`config.mk`:
```
export PLATFORM = sky130hd
export DESIGN_NAME = add_job_sequencer
export DESIGN_NICKNAME = d
export VERILOG_FILES = /design/src/rtl/add_job_sequencer_pkg.sv /design/src/rtl/add_job_sequencer_rr_arbiter.sv /design/src/rtl/add_job_sequencer.sv
export SDC_FILE = /design/constraint.sdc
export NUM_CORES = 1
export LEC_CHECK = 0
export CAP_MARGIN = 5
export CELL_PAD_IN_SITES_DETAIL_PLACEMENT = 2
export CELL_PAD_IN_SITES_GLOBAL_PLACEMENT = 2
export CORE_MARGIN = 2
export CORE_UTILIZATION = 27
export CTS_CLUSTER_SIZE = 24
export DETAILED_ROUTE_END_ITERATION = 8
export GPL_TIMING_DRIVEN = 0
export PLACE_DENSITY = 0.95
export SYNTH_ARGS = -nofsm -noshare
export SYNTH_HDL_FRONTEND = slang
export SYNTH_SLANG_ARGS = --single-unit
```
`constraint.sdc`:
```
create_clock -name clock -period 5.1 [get_ports clock]
set_input_delay 1.02 -clock clock [delete_from_list [all_inputs] [get_ports clock]]
set_output_delay 1.02 -clock clock [all_outputs]
set_load 0.01 [all_outputs]
```
`src/rtl/add_job_sequencer_pkg.sv`:
```
`default_nettype none
// ============================================================================
// Module      : add_seq_pkg
// Description : Shared state encoding and adder-slave register map for the
//               add_job_sequencer controller.
// Revision    : 1.0 - initial release
// ============================================================================
package add_seq_pkg;

    // Controller states; ERROR is terminal until reset
    typedef enum logic [3:0] {
        ID_RD   = 4'd0,
        ID_WAIT = 4'd1,
        IDLE    = 4'd2,
        WR_A    = 4'd3,
        WR_B    = 4'd4,
        RD_C    = 4'd5,
        RD_WAIT = 4'd6,
        RESP    = 4'd7,
        ERROR   = 4'd8
    } state_t;

    // Adder slave register map
    localparam logic [2:0] ADDR_A   = 3'd0;
    localparam logic [2:0] ADDR_B   = 3'd1;
    localparam logic [2:0] ADDR_SUM = 3'd2;
    localparam logic [2:0] ADDR_ID  = 3'd3;

endpackage
`default_nettype wire

```
`src/rtl/add_job_sequencer_rr_arbiter.sv`:
```
`default_nettype none
// ============================================================================
// Module      : rr_arbiter
// Description : Combinational round-robin grant. Picks the first asserted
//               request at or after i_ptr, wrapping; pointer lives in parent.
// Revision    : 1.0 - initial release
// ============================================================================
module rr_arbiter #(
    parameter int NUM_REQ = 2
) (
    input  logic [NUM_REQ-1:0]         i_req,
    input  logic [$clog2(NUM_REQ)-1:0] i_ptr,
    output logic                       o_any,
    output logic [$clog2(NUM_REQ)-1:0] o_grant_idx,
    output logic [NUM_REQ-1:0]         o_grant
);
    localparam int                 c_PTR_W = $clog2(NUM_REQ);
    localparam logic [NUM_REQ-1:0] c_ONE   = {{(NUM_REQ-1){1'b0}}, 1'b1};

    // Scan offsets from farthest to nearest so the nearest asserted request wins
    always_comb begin
        o_any       = 1'b0;
        o_grant_idx = '0;
        o_grant     = '0;
        for (int k = NUM_REQ - 1; k >= 0; k--) begin
            if (i_req[(int'(i_ptr) + k) % NUM_REQ]) begin
                o_any       = 1'b1;
                o_grant_idx = c_PTR_W'((int'(i_ptr) + k) % NUM_REQ);
                o_grant     = c_ONE << ((int'(i_ptr) + k) % NUM_REQ);
            end
        end
    end

endmodule
`default_nettype wire

```
`src/rtl/add_job_sequencer.sv`:
```
`default_nettype none
// ============================================================================
// Module      : add_job_sequencer
// Description : Avalon-MM master sharing one 32-bit adder slave between
//               NUM_REQ requesters. Per job: write A, write B, read sum,
//               return it. Verifies the slave ID once after reset.
// Revision    : 1.0 - initial release
// ============================================================================
module add_job_sequencer
    import add_seq_pkg::*;
#(
    parameter int                NUM_REQ  = 2,
    parameter int                DATA_W   = 32,
    parameter int                READ_LAT = 1,
    parameter logic [DATA_W-1:0] ID_VALUE = 32'h12345678
) (
    input  logic                      clock,
    input  logic                      reset,
    input  logic [NUM_REQ-1:0]        req_valid,
    input  logic [NUM_REQ*DATA_W-1:0] req_a,
    input  logic [NUM_REQ*DATA_W-1:0] req_b,
    output logic [NUM_REQ-1:0]        req_ready,
    output logic [NUM_REQ-1:0]        rsp_valid,
    output logic [DATA_W-1:0]         rsp_data,
    output logic                      busy,
    output logic                      id_error,
    output logic [15:0]               jobs_done,
    output logic [2:0]                avm_address,
    output logic                      avm_write,
    output logic                      avm_read,
    output logic [DATA_W-1:0]         avm_writedata,
    input  logic [DATA_W-1:0]         avm_readdata,
    input  logic                      avm_waitrequest
);
    localparam int                 c_PTR_W = $clog2(NUM_REQ);
    localparam int                 c_CNT_W = $clog2(READ_LAT + 1);
    localparam logic [NUM_REQ-1:0] c_ONE   = {{(NUM_REQ-1){1'b0}}, 1'b1};

    state_t               r_state, w_state_next;
    logic [c_PTR_W-1:0]   r_ptr, r_gnt_idx, w_gnt_idx;
    logic [c_CNT_W-1:0]   r_cnt, w_cnt_next;
    logic [DATA_W-1:0]    r_a, r_b, w_sel_a, w_sel_b;
    logic [NUM_REQ-1:0]   w_gnt, r_req_ready, r_rsp_valid;
    logic [DATA_W-1:0]    r_rsp_data, r_wdata, w_wdata_next;
    logic [2:0]           r_addr, w_addr_next;
    logic                 r_wr, r_rd, w_wr_next, w_rd_next;
    logic                 r_id_error;
    logic [15:0]          r_jobs;
    logic                 w_any, w_take, w_accept, w_wait_done;

    rr_arbiter #(.NUM_REQ(NUM_REQ)) u_arb (
        .i_req       (req_valid),
        .i_ptr       (r_ptr),
        .o_any       (w_any),
        .o_grant_idx (w_gnt_idx),
        .o_grant     (w_gnt)
    );

    assign w_sel_a     = req_a[int'(w_gnt_idx)*DATA_W +: DATA_W];
    assign w_sel_b     = req_b[int'(w_gnt_idx)*DATA_W +: DATA_W];
    assign w_take      = (r_state == IDLE) && w_any;
    // A strobe only counts once the slave has stopped stalling
    assign w_accept    = (r_wr || r_rd) && !avm_waitrequest;
    assign w_wait_done = (r_cnt == c_CNT_W'(READ_LAT - 1));

    // Next state plus next Avalon command; strobes are registered so they line up with the state
    always_comb begin
        w_state_next = r_state;
        w_cnt_next   = '0;
        case (r_state)
            ID_RD:   if (w_accept) w_state_next = ID_WAIT;
            ID_WAIT: begin
                if (w_wait_done) w_state_next = (avm_readdata == ID_VALUE) ? IDLE : ERROR;
                else             w_cnt_next   = r_cnt + c_CNT_W'(1);
            end
            IDLE:    if (w_any) w_state_next = WR_A;
            WR_A:    if (w_accept) w_state_next = WR_B;
            WR_B:    if (w_accept) w_state_next = RD_C;
            RD_C:    if (w_accept) w_state_next = RD_WAIT;
            RD_WAIT: begin
                if (w_wait_done) w_state_next = RESP;
                else             w_cnt_next   = r_cnt + c_CNT_W'(1);
            end
            RESP:    w_state_next = IDLE;
            ERROR:   w_state_next = ERROR;
            default: w_state_next = ID_RD;
        endcase

        w_wr_next    = 1'b0;
        w_rd_next    = 1'b0;
        w_addr_next  = ADDR_A;
        w_wdata_next = '0;
        case (w_state_next)
            ID_RD:   begin w_rd_next = 1'b1; w_addr_next = ADDR_ID; end
            WR_A:    begin
                w_wr_next    = 1'b1;
                w_addr_next  = ADDR_A;
                // Operand is latched on the same edge that enters WR_A, so bypass it here
                w_wdata_next = (r_state == IDLE) ? w_sel_a : r_a;
            end
            WR_B:    begin w_wr_next = 1'b1; w_addr_next = ADDR_B; w_wdata_next = r_b; end
            RD_C:    begin w_rd_next = 1'b1; w_addr_next = ADDR_SUM; end
            default: ;
        endcase
    end

    // State, command and response registers
    always_ff @(posedge clock) begin
        if (reset) begin
            r_state     <= ID_RD;
            r_cnt       <= '0;
            r_ptr       <= '0;
            r_gnt_idx   <= '0;
            r_a         <= '0;
            r_b         <= '0;
            r_wr        <= 1'b0;
            r_rd        <= 1'b0;
            r_addr      <= '0;
            r_wdata     <= '0;
            r_req_ready <= '0;
            r_rsp_valid <= '0;
            r_rsp_data  <= '0;
            r_id_error  <= 1'b0;
            r_jobs      <= '0;
        end else begin
            r_state     <= w_state_next;
            r_cnt       <= w_cnt_next;
            r_wr        <= w_wr_next;
            r_rd        <= w_rd_next;
            r_addr      <= w_addr_next;
            r_wdata     <= w_wdata_next;
            r_req_ready <= w_take ? w_gnt : '0;
            r_rsp_valid <= (r_state == RESP) ? (c_ONE << r_gnt_idx) : '0;
            if (w_take) begin
                r_a       <= w_sel_a;
                r_b       <= w_sel_b;
                r_gnt_idx <= w_gnt_idx;
                r_ptr     <= (int'(w_gnt_idx) == NUM_REQ - 1) ? '0 : w_gnt_idx + c_PTR_W'(1);
            end
            if (r_state == RD_WAIT && w_wait_done) r_rsp_data <= avm_readdata;
            if (r_state == RESP && r_jobs != 16'hFFFF) r_jobs <= r_jobs + 16'd1;
            if (r_state == ID_WAIT && w_wait_done && avm_readdata != ID_VALUE) r_id_error <= 1'b1;
        end
    end

    assign req_ready     = r_req_ready;
    assign rsp_valid     = r_rsp_valid;
    assign rsp_data      = r_rsp_data;
    assign busy          = (r_state != IDLE);
    assign id_error      = r_id_error;
    assign jobs_done     = r_jobs;
    assign avm_address   = r_addr;
    assign avm_write     = r_wr;
    assign avm_read      = r_rd;
    assign avm_writedata = r_wdata;

endmodule
`default_nettype wire
```
Word-level counts from Yosys, hierarchy flattened. Cells that the tools add are included.

Add/sub/neg operators: 4. $lt $le $gt $ge: 2. Equal/unequal tests: 15. Shift operators: 5. Mux-type cells: 26. Bitwise operators: 5. Reduce and logical (&&, ||, !) cells: 16.

Operator list (number): $shiftx A64 B7 Y32 (2); $pmux W32 S2 (1); $pmux W4 S9 (1); $eq A32 B29 Y1 const B (1); $mux W32 (1); $mux W4 (8); $ne A32 B29 Y1 const B (1); $shl A1 B32 Y2 const A (1); $eq A4 B3 Y1 const B (6); $add A16 B1 Y16 const B (1); $ne A16 B16 Y1 const B (1); $eq A4 B2 Y1 const B (3); $mux W1 (12); $reduce_or A2 Y1 (5); $logic_not A4 Y1 (2); $logic_and A1 B1 Y1 (6); $pmux W2 S3 (1); $eq A4 B1 Y1 const B (1); $eq A4 B4 Y1 const B (1); $mux W2 (2); $ne A4 B2 Y1 const B (1); $not A1 Y1 (4); $shl A1 B1 Y2 const A (2); $add A1 B1 Y1 const B (3); 6 further kinds (6).

Flip-flop bits (word level): 161. Input bits: 165. Output and inout port bits: 91. Word-level logic and storage cells: 88.

Depth between registers and ports, before layout. Gate-level depths: netlist of run 1.

Depth after elaboration: 12. Depth in mapped cells: 9. Depth with buffers taken out: 6.

By module. From an unflattened synthesis of run 1, not the netlist that was laid out.

Cells, all modules: 759. Area, all modules: 6824.0 um^2.

Modules (own cells, without submodules): add_job_sequencer (instances 1, cells an instance 754, area each 6791.5 um^2, sequential area each 3203.1 um^2); rr_arbiter (instances 1, cells an instance 5, area each 32.5 um^2, sequential area each 0.0 um^2).

Least setup slack after synthesis of run 1. No wires, ideal clock.

Path type: in2reg. Start: input avm_readdata[2]. End: register r_wdata[0] (netlist: avm_writedata[0]). Setup time: 0.059 ns. Arrival: 2.879 ns. Data required time: 5.041 ns. Setup slack: 2.162 ns. Cell stages on the path: 5. Buffers on the path: 1. Cells stage by stage: or4b_1 > or4_4 > a2111oi_4 > buf_6 > a22o_1.

Cells in the longest elaborated chain, start to end: 6.

Ends and longest elaborated chain: start, declared (line add_job_sequencer.sv:32) `input logic [DATA_W-1:0] avm_readdata,`; $eq A32 B29 Y1 (*) (line add_job_sequencer.sv:73) `if (w_wait_done) w_state_next = (avm_readdata == ID_VALUE) ? IDLE : ERROR;`; $mux W4 (*) (2 in series) (line add_job_sequencer.sv:73); $pmux W4 S9 (*) (line add_job_sequencer.sv:70) `case (r_state)`; $eq A4 B3 Y1 / $eq A4 B2 Y1 (equally long branches) (line add_job_sequencer.sv:93) `case (w_state_next)`; $pmux W32 S2 (*) (line add_job_sequencer.sv:93); end signal, assigned (line add_job_sequencer.sv:131) `r_wdata <= w_wdata_next;`; end, declared (line add_job_sequencer.sv:44) `logic [DATA_W-1:0] r_rsp_data, r_wdata, w_wdata_next;`.

Mark *: on every way between the ends. The rest lies on a longest branch, timed or not. A chain may end at the register's enable or synchronous reset.

Worst setup path after layout of run 1.
Start: input req_valid[0]. End: register r_wdata[17] (netlist: avm_writedata[17]).

Cells in the longest elaborated chain, start to end: 9.

Ends and longest elaborated chain: start, declared (line add_job_sequencer.sv:19) `input logic [NUM_REQ-1:0] req_valid,`; parallel branches: the longest is 8 deep, another holds $shiftx A64 B7 Y32; $pmux W32 S2 (*) (line add_job_sequencer.sv:93).

Mark *: on every way between the ends. The select of a mux whose other input is x is not followed.

==> summary by stage, run 1 <==
Timing
The tightest slew margin relative to the limit is 38.74%. The max-slew violation total from the final report is 0. The final count of hold timing violations is 0. Derived from the worst setup path, the maximum achievable clock frequency is 285.4 MHz. The transition time of the tightest slew-check pin is 0.9189 ns. The period utilization is 68.70%.

On the final layout, the worst clock skew is 0.01479 ns. Setup repair after global routing left no endpoint under its margin. The clock period minus final worst setup slack is 3.504 ns. The worst slack on hold paths is 0.4601 ns. The total setup violations reported at the end of the flow is 0. Adding up every negative setup slack in the final design gives 0 ns.

Route
The first detailed-routing pass ran for 6 iterations. The ratio of routed vias to standard cells is 5.075. The count of vias placed by the detailed router is 6,836. The number of DRC markers in iteration 0 is 368. The total wire length is 28,160 µm. The count of nets left with antenna violations once routing finished came out at 0. In the routed design, unresolved DRC markers number 0.

The mean routed wirelength per cell is 20.91 µm.

Logic synthesis
The number of cells produced by synthesis is 740. The sequential cell area fraction in the yosys report is 48.95%. The most used flip-flop cell after synthesis is sky130_fd_sc_hd__dfxtp_1. The number of warnings printed during yosys synthesis is 0. The synthesized design contains 160 register bits. By area the synthesized netlist is led by sky130_fd_sc_hd__dfxtp_1 49%, sky130_fd_sc_hd__nor2_1 7.3%, sky130_fd_sc_hd__a21oi_1 5.5%. The share of synthesized area in the top cell type comes to 48.95%. The synthesized area per cell is 8.843 µm².

The synthesized cell area is 6544 µm². The number of synthesized flops with an enable pin is 0. The synthesized design spends more area on one cell type than any other, namely sky130_fd_sc_hd__dfxtp_1. After synthesis, the share of flip-flops with an asynchronous set or reset is 0%. The number of unique standard cell types used by synthesis is 55.

Setup path
Along the worst path, the maximum fanout reaches 10. The worst setup path is launched from an input pin. Data on the critical path is required at its endpoint by 5.41 ns. STA classifies the critical path endpoint as a flip-flop.

At the worst endpoint, the arrival time is 3.82 ns. The kind of critical path is in -> reg.

Job
The tool flagged a number of max-cap violations equal to 0.

Die
The die is 159.7 µm wide. The area of the core is 23,610 µm². For this design the top-level I/O count stands at 256. In this run the vertical extent of the chip is 159.7 µm. The number of placement rows is 56.

Once the floorplan was initialized, standard cells occupied 27.71% of the core. The die covers 25,500 µm².

CTS
TritonCTS built the clock tree. The count of clock tree sinks is 160. The H-tree generated during clock tree synthesis spans 4 levels. The longest clock path from root to sink contains 2 buffers. The buffer cell driving the clock tree root is sky130_fd_sc_hd__clkbuf_16. The count of instances resized after the clock tree is built is 0. After clock tree synthesis, the clock-pin slew on the worst setup and hold paths is 0.07 ns. Clock tree synthesis inserted a total of 17 buffers.

Post-CTS timing repair inserted 0 buffers for setup. For this design, the CTS-stage hold fixing added 0 buffers. The insertion delay of the later-clocked pin in the worst-skew pair is 0.43 ns.

Power
For this design the ratio of total power to cell area is 269.6 nW/µm². The leakage power total is 3.585 nW. IR analysis of the VDD net gives a maximum drop of 170.9 µV.

Placement
During placement, the flow inserted port buffers numbering 253. The HPWL after detailed placement is 21,730 µm. The final estimated routing congestion in global placement is 0.7908.

Final layout
The top cell types in the final layout, fill and taps aside, are 253 x sky130_fd_sc_hd__clkdlybuf4s50_1, 160 x sky130_fd_sc_hd__dfxtp_1, 127 x sky130_fd_sc_hd__nor2_1. The area growth from synthesis to layout is 53.40%. The proportion of layout cells with a drive suffix above 1 is 5.068%. The library cell used most frequently in the layout, excluding fill and tap cells, is sky130_fd_sc_hd__clkdlybuf4s50_1. The end-of-flow core utilization is 42.51%. In the final design database the tool counted 1,179 nets. Fill cells in the final layout number 2,602.

Global routing
The first global-routing pass estimated 44,310 µm of wire. Global routing consumed, over all layers together, 22.15% of the routing resources. The initial antenna violation count was 2. Entering global routing, the biggest net connects 17 pins. The via count of the first global-routing pass came to 7,728. The total overflow left after global routing is 0.

Run status
The flow ran to the end, and the final reports show no timing, DRC or antenna violations.

Min path
The min-delay analysis places its worst path in the category reg -> reg.
kinds of logic after synthesis:
| family | synth area share [%] |
|---|---|
| simple gates | 17.48 |
| other cells | 0.05731 |
| mux | 5.201 |
| xor+xnor | 1.606 |
| buf+inv | 4.818 |
| fa+ha+maj | 0.1912 |
| compound gates | 21.70 |
| flops | 48.95 |
per-stage QoR:
| stage | std cells | instance area [µm²] | power, W | worst slack, ns |
|---|---|---|---|---|
| after floorplan | 741 | 6548 | 0.001344 | 2.162 |
| after global placement | 1313 | 9479 | 0.001508 | 0.7832 |
| after detailed placement | 1313 | 9479 | 0.001516 | 0.7635 |
| after CTS | 1345 | 10030 | 0.002736 | 1.213 |
| after global routing | 1347 | 10040 | 0.002806 | 1.392 |
| final | 1347 | 10040 | 0.002707 | 1.596 |
report_power, final:
| part | internal (W) | total, W | switching (W) | leakage [nW] |
|---|---|---|---|---|
| clock network | 0.000638 | 0.00122 | 0.000582 | 0.260 |
| logic | 0.000140 | 0.000231 | 0.0000909 | 2.03 |
| registers | 0.00125 | 0.00126 | 0.00000305 | 1.29 |
| total | 0.00203 | 0.00271 | 0.000676 | 3.58 |
per-layer routing:
layer,up-vias,global-route usage [%],share of wire [%]
li1,3218,-,-
met1,3394,24.81,41
met2,185,41.07,53
met3,39,4.416,3.9
met4,0,8.636,2.7
met5,-,0,0
worst max-delay path: stages:
cell,delay (ns)
sky130_fd_sc_hd__clkdlybuf4s50_1,0.52
sky130_fd_sc_hd__inv_1,0.09
sky130_fd_sc_hd__o21ai_2,0.65
sky130_fd_sc_hd__clkbuf_1,0.76
sky130_fd_sc_hd__mux2i_1,0.38
sky130_fd_sc_hd__a21oi_1,0.15
sky130_fd_sc_hd__a22o_1,0.23
final timing paths:
check	startpoint	endpoint	slack [ns]	cells past startpoint
hold reg to reg	id_error	id_error	0.46	2
hold / removal	id_error	id_error	0.46	2
setup reg to reg	r_state[1]	r_b[14]	2.21	8
setup / recovery	req_valid[0]	avm_writedata[17]	1.60	7
cell usage after synthesis, types with 2 or more instances:
master / number
sky130_fd_sc_hd__buf_1: 6
sky130_fd_sc_hd__o21ai_1: 2
sky130_fd_sc_hd__a31oi_1: 3
sky130_fd_sc_hd__clkbuf_1: 44
sky130_fd_sc_hd__buf_6: 3
sky130_fd_sc_hd__a211oi_1: 33
sky130_fd_sc_hd__o21ai_0: 6
sky130_fd_sc_hd__nand3_1: 12
sky130_fd_sc_hd__o22a_1: 2
sky130_fd_sc_hd__mux2i_1: 34
sky130_fd_sc_hd__a21oi_1: 72
sky130_fd_sc_hd__nand4_1: 5
sky130_fd_sc_hd__nor4b_1: 2
sky130_fd_sc_hd__nor2b_1: 3
sky130_fd_sc_hd__xor2_1: 5
sky130_fd_sc_hd__nor4bb_1: 2
sky130_fd_sc_hd__a22o_1: 32
sky130_fd_sc_hd__nor3b_1: 2
sky130_fd_sc_hd__nor2_1: 127
sky130_fd_sc_hd__nor3_1: 13
sky130_fd_sc_hd__xnor2_1: 7
sky130_fd_sc_hd__or2_2: 2
sky130_fd_sc_hd__buf_2: 9
sky130_fd_sc_hd__or3_1: 4
sky130_fd_sc_hd__a222oi_1: 32
sky130_fd_sc_hd__inv_1: 11
sky130_fd_sc_hd__nand2_1: 75
sky130_fd_sc_hd__dfxtp_1: 160
sky130_fd_sc_hd__nor4_1: 6
flip-flops by register name (all words and copies together) (netlist names), 2 cells and up:
| name | cells |
|---|---|
| r_a | 32 |
| rsp_data | 32 |
| req_ready | 2 |
| avm_address | 2 |
| r_state | 4 |
| rsp_valid | 2 |
| jobs_done | 16 |
| avm_writedata | 32 |
| r_b | 32 |
final cells by class:
type	count	area [µm²]	share of cell area, %
plain buffers	63	274.0	2.730
inverters	11	41.29	0.4113
repair buffers	253	2532	25.23
clock inverters	14	121.4	1.209
well taps	319	399.1	3.976
clock buffers	18	429.2	4.275
flip-flops and latches	160	3203	31.91
multi-input cells	507	3033	30.21
diodes	2	5.005	0.04986
No activity file was read; power rests on OpenSTA's default activity.
==> run 2, diff against run 1 <==
--- a/config.mk
+++ b/config.mk
@@ -9,11 +9,11 @@
 export CELL_PAD_IN_SITES_DETAIL_PLACEMENT = 2
 export CELL_PAD_IN_SITES_GLOBAL_PLACEMENT = 2
 export CORE_MARGIN = 2
-export CORE_UTILIZATION = 27
+export CORE_UTILIZATION = 25
 export CTS_CLUSTER_SIZE = 24
 export DETAILED_ROUTE_END_ITERATION = 8
 export GPL_TIMING_DRIVEN = 0
-export PLACE_DENSITY = 0.95
+export PLACE_DENSITY = 0.91
 export SYNTH_ARGS = -nofsm -noshare
 export SYNTH_HDL_FRONTEND = slang
 export SYNTH_SLANG_ARGS = --single-unit
==> constraint.sdc (replaced) <==
create_clock -name clock -period 3.4 [get_ports clock]
set_input_delay 0.68 -clock clock [delete_from_list [all_inputs] [get_ports clock]]
set_output_delay 0.68 -clock clock [all_outputs]
set_load 0.01 [all_outputs]
==> run 2 against run 1 <==
Sequential power rose by 49%. Cell area rose by 0.92%. Critical path depth fell by 2. Register-to-register slack got worse by 1.8 ns. Via count barely moved. Flip-flop and latch count did not move. Combinational power rose by 48%. Core utilization fell by 3.4 points. Final cell count rose by 0.97%.
==> summary by stage, run 2 (same netlist as run 1, synthesis figures left out) <==
Setup path
The kind of critical path is reg -> out. The gate family responsible for the most delay along the worst path is buffers and inverters. The delay contributed by the slowest stage of the critical path was 0.60 ns (-0.16 ns). The data arrival time at the worst-slack endpoint is 2.44 ns (-1.38 ns). The critical path goes through buf_2, buf_2, nor4b_1, inv_1, clkdlybuf4s50_1. The number of cells on the worst reg-to-reg path is 8 (unchanged). The instance count on the critical path is 5 (-2). By instance count, the cell type seen most on the critical path is sky130_fd_sc_hd__buf_2. The standard cell with the maximum stage delay on the critical path is sky130_fd_sc_hd__clkdlybuf4s50_1. The number of buffers and inverters on the critical path is 4 (+1). The top fanout value on the critical path was 10 (unchanged). The type of element capturing the critical path is a primary output. The worst setup path is launched from a flip-flop.

The worst path required time was 2.72 ns (-2.69 ns).

Power
The leakage power total was 3.623 nW (+1.1%). The power per unit of standard cell area was 427.2 nW/µm² (+58%). The highest ir drop seen on vdd came to 310.9 µV (+82%).

CTS
The H-tree level count is 4 (unchanged). The clock transition at the registers of the reported paths is 0.07 ns (about the same). The buffer count from post-CTS setup fixing came to 0 (unchanged). The number of buffers added to fix hold violations after cts is 0 (unchanged). The CTS tree is yes. The count of clock tree sinks is 160 (unchanged). The buffer cell driving the clock tree root is sky130_fd_sc_hd__clkbuf_16. The largest buffer count on any clock path is 2 (unchanged). The CTS buffer count came to 17 (unchanged). The insertion delay of the later-clocked pin in the worst-skew pair came to 0.43 ns (about the same).

Final layout
The top cell types in the final layout, fill and taps aside, are 253 x sky130_fd_sc_hd__clkdlybuf4s50_1, 160 x sky130_fd_sc_hd__dfxtp_1, 127 x sky130_fd_sc_hd__nor2_1. The total non-filler cell area in the finished layout came to 10,130 µm² (+0.92%). The area growth from synthesis to layout is 54.82%. The library cell used most frequently in the layout, excluding fill and tap cells, is sky130_fd_sc_hd__clkdlybuf4s50_1. The antenna diode count is 0 (-2). The proportion of layout cells with a drive suffix above 1 is 5.073% (about the same).

The end-of-flow core utilization came to 39.10% (-3.4 points). The count of nets after finishing is 1,179 (unchanged). The number of standard cells in the layout, taps in and fillers out is 1,360 (+0.97%). The fill cell instance count of the final layout is 2,840 (+9.1%).

Timing
The total setup violations reported at the end of the flow is 0 (unchanged). The maximum clock skew at final layout was 0.01893 ns (+0.004140 ns). The worst slack on hold paths was 0.4564 ns (-0.003713 ns). The final count of hold timing violations was 0 (unchanged). The max-slew violation total from the final report is 0 (unchanged). The tightest slew margin relative to the limit is 41.20% (+2.5 points). The maximum clock frequency is 320.8 MHz. Counting I/O delays and the setup requirement, the final critical path takes 3.117 ns.

Of the available clock period, the critical path in the final layout requires 91.69%. The transition time of the tightest slew-check pin is 0.8820 ns (-0.03693 ns). Setup repair after global routing left no endpoint under its margin. The final sum of negative setup slack is 0 ns (unchanged).

Die
The starting utilization of the core area is 25.25% (-2.5 points). The area of the core was 25,910 µm² (+9.7%). The die span in y was 165.8 µm (+3.8%). The die area is 27,480 µm² (+7.8%). The top-level I/O count was 256 (unchanged). The number of placement rows is 59 (+5.4%). The width of the die was 165.8 µm (+3.8%).

Route
The mean routed wirelength per cell is 20.43 µm (-2.3%). The number of nets still failing antenna checks after routing is 0 (unchanged). The count of vias placed by the detailed router came to 6,840 (+0.059%). The number of remaining DRC errors came to 0 (unchanged). The total wire length is 27,790 µm (-1.3%). The number of DRC markers in iteration 0 is 369 (+0.27%).

The number of iterations in the first detailed-routing pass is 6 (unchanged). The ratio of routed vias to standard cells came to 5.029 (-0.90%).

Global routing
The overall fraction of global-route tracks in use is 19.90% (-2.3 points). The via count of the first global-routing pass is 7,524 (-2.6%). The pin count of the biggest net entering global routing is 17 (unchanged). The total global routing overflow is 0 (unchanged). The initial antenna violation count came to 0 (-2).

The global-route wire length before repair is 43,010 µm (-2.9%).

Placement
The count of buffers inserted at the top-level ports came to 253 (unchanged). The total cell area at the placement stage was 9499 µm² (+0.21%). The final estimated routing congestion in global placement is 0.8004 (+1.2%). The placed wire-length estimate after detailed placement is 21,150 µm (-2.7%). The post-placement cell count came to 1,329 (+1.2%).

Min path
The min-delay analysis places its worst path in the category reg -> reg. The worst hold path cell count is 2 (unchanged).

Job
The total of max-cap violations came to 0 (unchanged).

Run status
The run finished with clean final reports.
[run 2: cell type report]
cell class	instances	area [µm²]	share of cell area, %
buffer	63	274.0	2.705
clock buffer	17	425.4	4.199
clock inverter	14	202.7	2.001
inverter	11	41.29	0.4076
multi-input combinational	507	3033	29.94
sequential	160	3203	31.62
tap	335	419.2	4.137
timing repair buffer	253	2532	25.00
[run 2: worst register-to-register path, delay by kind of cell (launching register included)]
kind / cells / cell delay, ns
buffers and inverters: 4 / 1.23
AND/OR/NAND/NOR: 2 / 0.61
flip-flops: 1 / 0.31
AO/OA/AOI/OAI: 2 / 0.80
[run 2: worst paths after layout]
| kind | startpoint | to | slack [ns] |
|---|---|---|---|
| worst max-delay path | r_state[1] | busy | 0.28 |
| worst max register to register | r_state[1] | r_b[8] | 0.38 |
| worst min-delay path | id_error | id_error | 0.46 |
| worst min register to register | id_error | id_error | 0.46 |
[run 2: metrics by stage]
stage,setup WS [ns],power (W)
after global routing,0.01701,0.004475
after CTS,0.06251,0.004385
final,0.2826,0.004328
after global placement,-0.3378,0.002261
after floorplan,0.8024,0.002016
after detailed placement,-0.3790,0.002272
[run 2: repair_timing]
action                                  4_1_cts  5_1_grt
gates resized for setup                       0        1
endpoints found under the setup margin        0        7
endpoints found under the hold margin         0        0
[run 2: per-layer routing]
| layer | vias to the layer above | global-route usage, % | routed length (µm) |
|---|---|---|---|
| li1 | 3223 | - | - |
| met3 | 31 | 3.742 | 1048 |
| met5 | - | 0 | 0 |
| met1 | 3404 | 23.60 | 11730 |
| met2 | 182 | 36.35 | 14480 |
| met4 | 0 | 5.974 | 531 |
[run 2: report_power, final]
part           internal [W]  switching [W]
registers           0.00188     0.00000452
logic              0.000210       0.000133
clock network       0.00124       0.000860
==> run 3, diff against run 2 <==
--- a/config.mk
+++ b/config.mk
@@ -13,7 +13,10 @@
 export CTS_CLUSTER_SIZE = 24
 export DETAILED_ROUTE_END_ITERATION = 8
 export GPL_TIMING_DRIVEN = 0
-export PLACE_DENSITY = 0.91
+export HOLD_SLACK_MARGIN = 0.1
+export PLACE_DENSITY = 0.89
+export SETUP_SLACK_MARGIN = 0.2
 export SYNTH_ARGS = -nofsm -noshare
 export SYNTH_HDL_FRONTEND = slang
+export SYNTH_HIERARCHICAL = 1
 export SYNTH_SLANG_ARGS = --single-unit
==> run 3 against run 2 <==
Sequential share of layout area decreased by 0.77 points. Power is 3.4% lower. Cell area up 2.5%. Clock power is 10% lower. Synthesized cell count up 2.6%. Combinational power is 17% higher. Worst setup slack worse by 0.075 ns. First-iteration DRC count fell by 26%. Sequential power hardly changed. Critical path depth grew 1. Global-route usage fell by 0.66 points.
==> summary by stage, run 3 <==
Die
The die span in y is 169.2 µm (+2.1%). The area of the core is 26,880 µm² (+3.7%). The starting utilization of the core area is 25.39% (+0.14 points).

The top-level I/O count is 256 (unchanged). The width of the die is 169.2 µm (+2.1%). The die area is 28,630 µm² (+4.2%). The number of placement rows is 60 (+1.7%).

Placement
The count of buffers inserted at the top-level ports was 253 (unchanged). The total cell area at the placement stage came to 9787 µm² (+3.0%). The placed wire-length estimate after detailed placement came to 21,040 µm (-0.51%). The worst setup slack before clock tree synthesis is -0.4607 ns (-0.08179 ns). The final estimated routing congestion in global placement came to 0.8286 (+3.5%).

CTS
The CTS tree is yes. The H-tree level count is 4 (unchanged). The buffer cell driving the clock tree root is sky130_fd_sc_hd__clkbuf_16. The CTS buffer count is 17 (unchanged).

The count of clock tree sinks came to 160 (unchanged). The clock transition at the registers of the reported paths is 0.06 ns (about the same). The insertion delay of the later-clocked pin in the worst-skew pair was 0.43 ns (about the same). The largest buffer count on any clock path is 2 (unchanged).

Timing
The period utilization was 93.90% (+2.2 points). The tightest slew margin relative to the limit is 46.32% (+5.1 points). The max-slew violation total from the final report is 0 (unchanged). The maximum clock frequency came to 313.2 MHz (-2.4%). The transition time of the tightest slew-check pin was 0.7951 ns (-0.08686 ns). The final count of hold timing violations is 0 (unchanged). The final sum of negative setup slack is 0 ns (unchanged).

The maximum clock skew at final layout came to 0.01215 ns (-0.006776 ns). The slack of the critical path was 0.2075 ns (-0.07511 ns). The total setup violations reported at the end of the flow is 0 (unchanged). Setup repair after global routing could not meet its margin everywhere. The clock period minus final worst setup slack was 3.193 ns (+0.07511 ns).

Logic synthesis
The number of storage elements in the synthesis netlist is 160 (unchanged). The synthesized cell area came to 6824 µm² (+4.3%). The number of cells produced by synthesis was 759 (+2.6%). For this run, the leading register cell type out of synthesis is sky130_fd_sc_hd__dfxtp_1.

The number of unique standard cell types used by synthesis is 51 (-7.3%). Sorting the synthesized cells by how often they occur yields 160 x sky130_fd_sc_hd__dfxtp_1, 117 x sky130_fd_sc_hd__nor2_1, 74 x sky130_fd_sc_hd__nand2_1. The share of the synthesized area in the top cell type was 46.94% (-2.0 points). The largest area contributor in the synthesized netlist is sky130_fd_sc_hd__dfxtp_1. The number of warnings printed during yosys synthesis is 6 (+6). The synthesized area per cell is 8.991 µm² (+1.7%).

The share of synthesized registers carrying an async set or reset is 0% (unchanged). The sequential cell area fraction in the yosys report came to 46.94% (-2.0 points). By instance count, the leading cell after synthesis is sky130_fd_sc_hd__dfxtp_1.

The number of synthesized flops with an enable pin came to 0 (unchanged). Ranked by total cell area, the synthesized netlist is headed by sky130_fd_sc_hd__dfxtp_1 47%, sky130_fd_sc_hd__mux2i_1 9.5%, sky130_fd_sc_hd__a211oi_1 7.0%.

Setup path
The worst path required time is 2.72 ns (about the same). STA classifies the critical path startpoint as a flip-flop. The reg2reg setup slack is 0.58 ns (+0.20 ns). The top fanout value on the critical path is 19 (+9).

The critical path goes through clkbuf_1, nor4b_4, buf_4, buf_4, inv_1, clkdlybuf4s50_1. The slowest stage of the critical path is the sky130_fd_sc_hd__clkdlybuf4s50_1 cell. The data arrival time at the worst-slack endpoint is 2.51 ns (+0.07 ns).

The cell that appears most often on the critical path is sky130_fd_sc_hd__buf_4. The kind of critical path is reg -> out. The type of element capturing the critical path is a primary output. The delay contributed by the slowest stage of the critical path is 0.50 ns (-0.10 ns).

Global routing
The total global routing overflow came to 0 (unchanged). The overall fraction of global-route tracks in use is 19.24% (-0.66 points). The initial antenna violation count is 0 (unchanged).

The via count of the first global-routing pass is 7,615 (+1.2%). The pin count of the biggest net entering global routing came to 20 (+3). The global-route wire length before repair is 42,540 µm (-1.1%).

Final layout
The most frequent standard cell in the layout excluding fill and tap cells is sky130_fd_sc_hd__clkdlybuf4s50_1. The antenna diode count is 0 (unchanged). The proportion of layout cells with a drive suffix above 1 is 5.939% (+0.87 points). The fill cell instance count of the final layout is 2,980 (+4.9%). The end-of-flow core utilization was 38.64% (-0.46 points). The count of nets after finishing was 1,197 (+1.5%). The register area is 3203 µm² (unchanged). The total non-filler cell area in the finished layout is 10,380 µm² (+2.5%). The area used by multi-input combinational logic is 3312 µm² (+9.2%).

Compared with the post-synthesis result, the final layout area differs by 52.16%. In the layout the commonest cells are 253 x sky130_fd_sc_hd__clkdlybuf4s50_1, 160 x sky130_fd_sc_hd__dfxtp_1, 117 x sky130_fd_sc_hd__nor2_1.

Run status
The run finished with clean final reports.

Route
The count of vias placed by the detailed router is 6,860 (+0.29%). The mean routed wirelength per cell was 19.80 µm (-3.1%). The number of remaining DRC errors is 0 (unchanged). The number of DRC markers in iteration 0 was 274 (-26%). The ratio of routed vias to standard cells is 4.953 (-1.5%). The number of nets still failing antenna checks after routing was 0 (unchanged). The total wire length is 27,430 µm (-1.3%). The number of iterations in the first detailed-routing pass is 4 (-2).

Min path
The worst min-delay path category is reg -> reg.

Power
The highest ir drop seen on vdd is 307.5 µV (-1.1%). The leakage power total is 3.542 nW (-2.3%). The power per unit of standard cell area is 402.6 nW/µm² (-5.8%).

The overall power of the completed layout is 0.004181 W (-3.4%).

Job
The total of max-cap violations came to 0 (unchanged).
## run 3: cell count changes after synthesis, moves of 9 or more
cell,change
sky130_fd_sc_hd__a22o_1,-32
sky130_fd_sc_hd__a211oi_1,+31
sky130_fd_sc_hd__mux2i_1,+31
sky130_fd_sc_hd__a222oi_1,-32
sky130_fd_sc_hd__nor2_1,-10
sky130_fd_sc_hd__a32o_1,+32
sky130_fd_sc_hd__xor2_1,+9
## run 3: logic make-up after synthesis
logic type      after synthesis  share of synthesized area, %
flops                       160                         46.94
xor+xnor                     17                         2.182
fa+ha+maj                     1                        0.1833
other cells                   1                       0.05495
compound gates              192                         19.58
simple gates                251                         16.63
mux                          65                         9.534
buf+inv                      72                         4.895
## run 3: final timing paths
check,from,end,cells after the start
hold / removal,rsp_data[30],rsp_data[30],2
hold reg to reg,rsp_data[30],rsp_data[30],2
setup reg to reg,r_state[1],avm_writedata[15],6
setup / recovery,r_state[1],busy,6
## run 3: final cells by class
type,instances,area share (%)
repair buffers,254,24.46
clock inverters,13,1.241
flip-flops and latches,160,30.85
multi-input cells,528,31.90
inverters,6,0.2169
well taps,341,4.109
plain buffers,64,2.964
clock buffers,19,4.266
## run 3: repair_timing
action,4_1_cts,5_1_grt
pin swaps,0,0
resized for setup,4,1
buffers inserted,0,1
endpoints found under the setup margin,30,21
hold buffers,0,0
## run 3: critical path, delay by kind of cell (launching register included)
| family | cells | cell delay [ns] |
|---|---|---|
| buf+inv | 5 | 1.40 |
| flops | 1 | 0.40 |
| simple gates | 1 | 0.28 |
## run 3: power breakdown
group          internal [W]  switching, W  total (W)
Sequential          0.00188    0.00000523    0.00189
Combinational      0.000232      0.000168   0.000400
Clock               0.00104      0.000853    0.00189
## run 3: metal layers
| layer | GRT usage [%] | vias up | part of all wire, % |
|---|---|---|---|
| met2 | 34.92 | 224 | 50 |
| met3 | 4.664 | 42 | 6.0 |
| met5 | 0 | - | 0 |
| met4 | 6.355 | 0 | 2.0 |
| li1 | - | 3268 | - |
| met1 | 22.11 | 3326 | 42 |
## run 3: through the flow
step	instances	hold WS (ns)
2_1_floorplan	760	0.4163
3_3_place_gp	1354	0.4338
3_5_place_dp	1354	0.4481
4_1_cts	1385	0.4618
5_1_grt	1385	0.4809
6_report	1385	0.4569
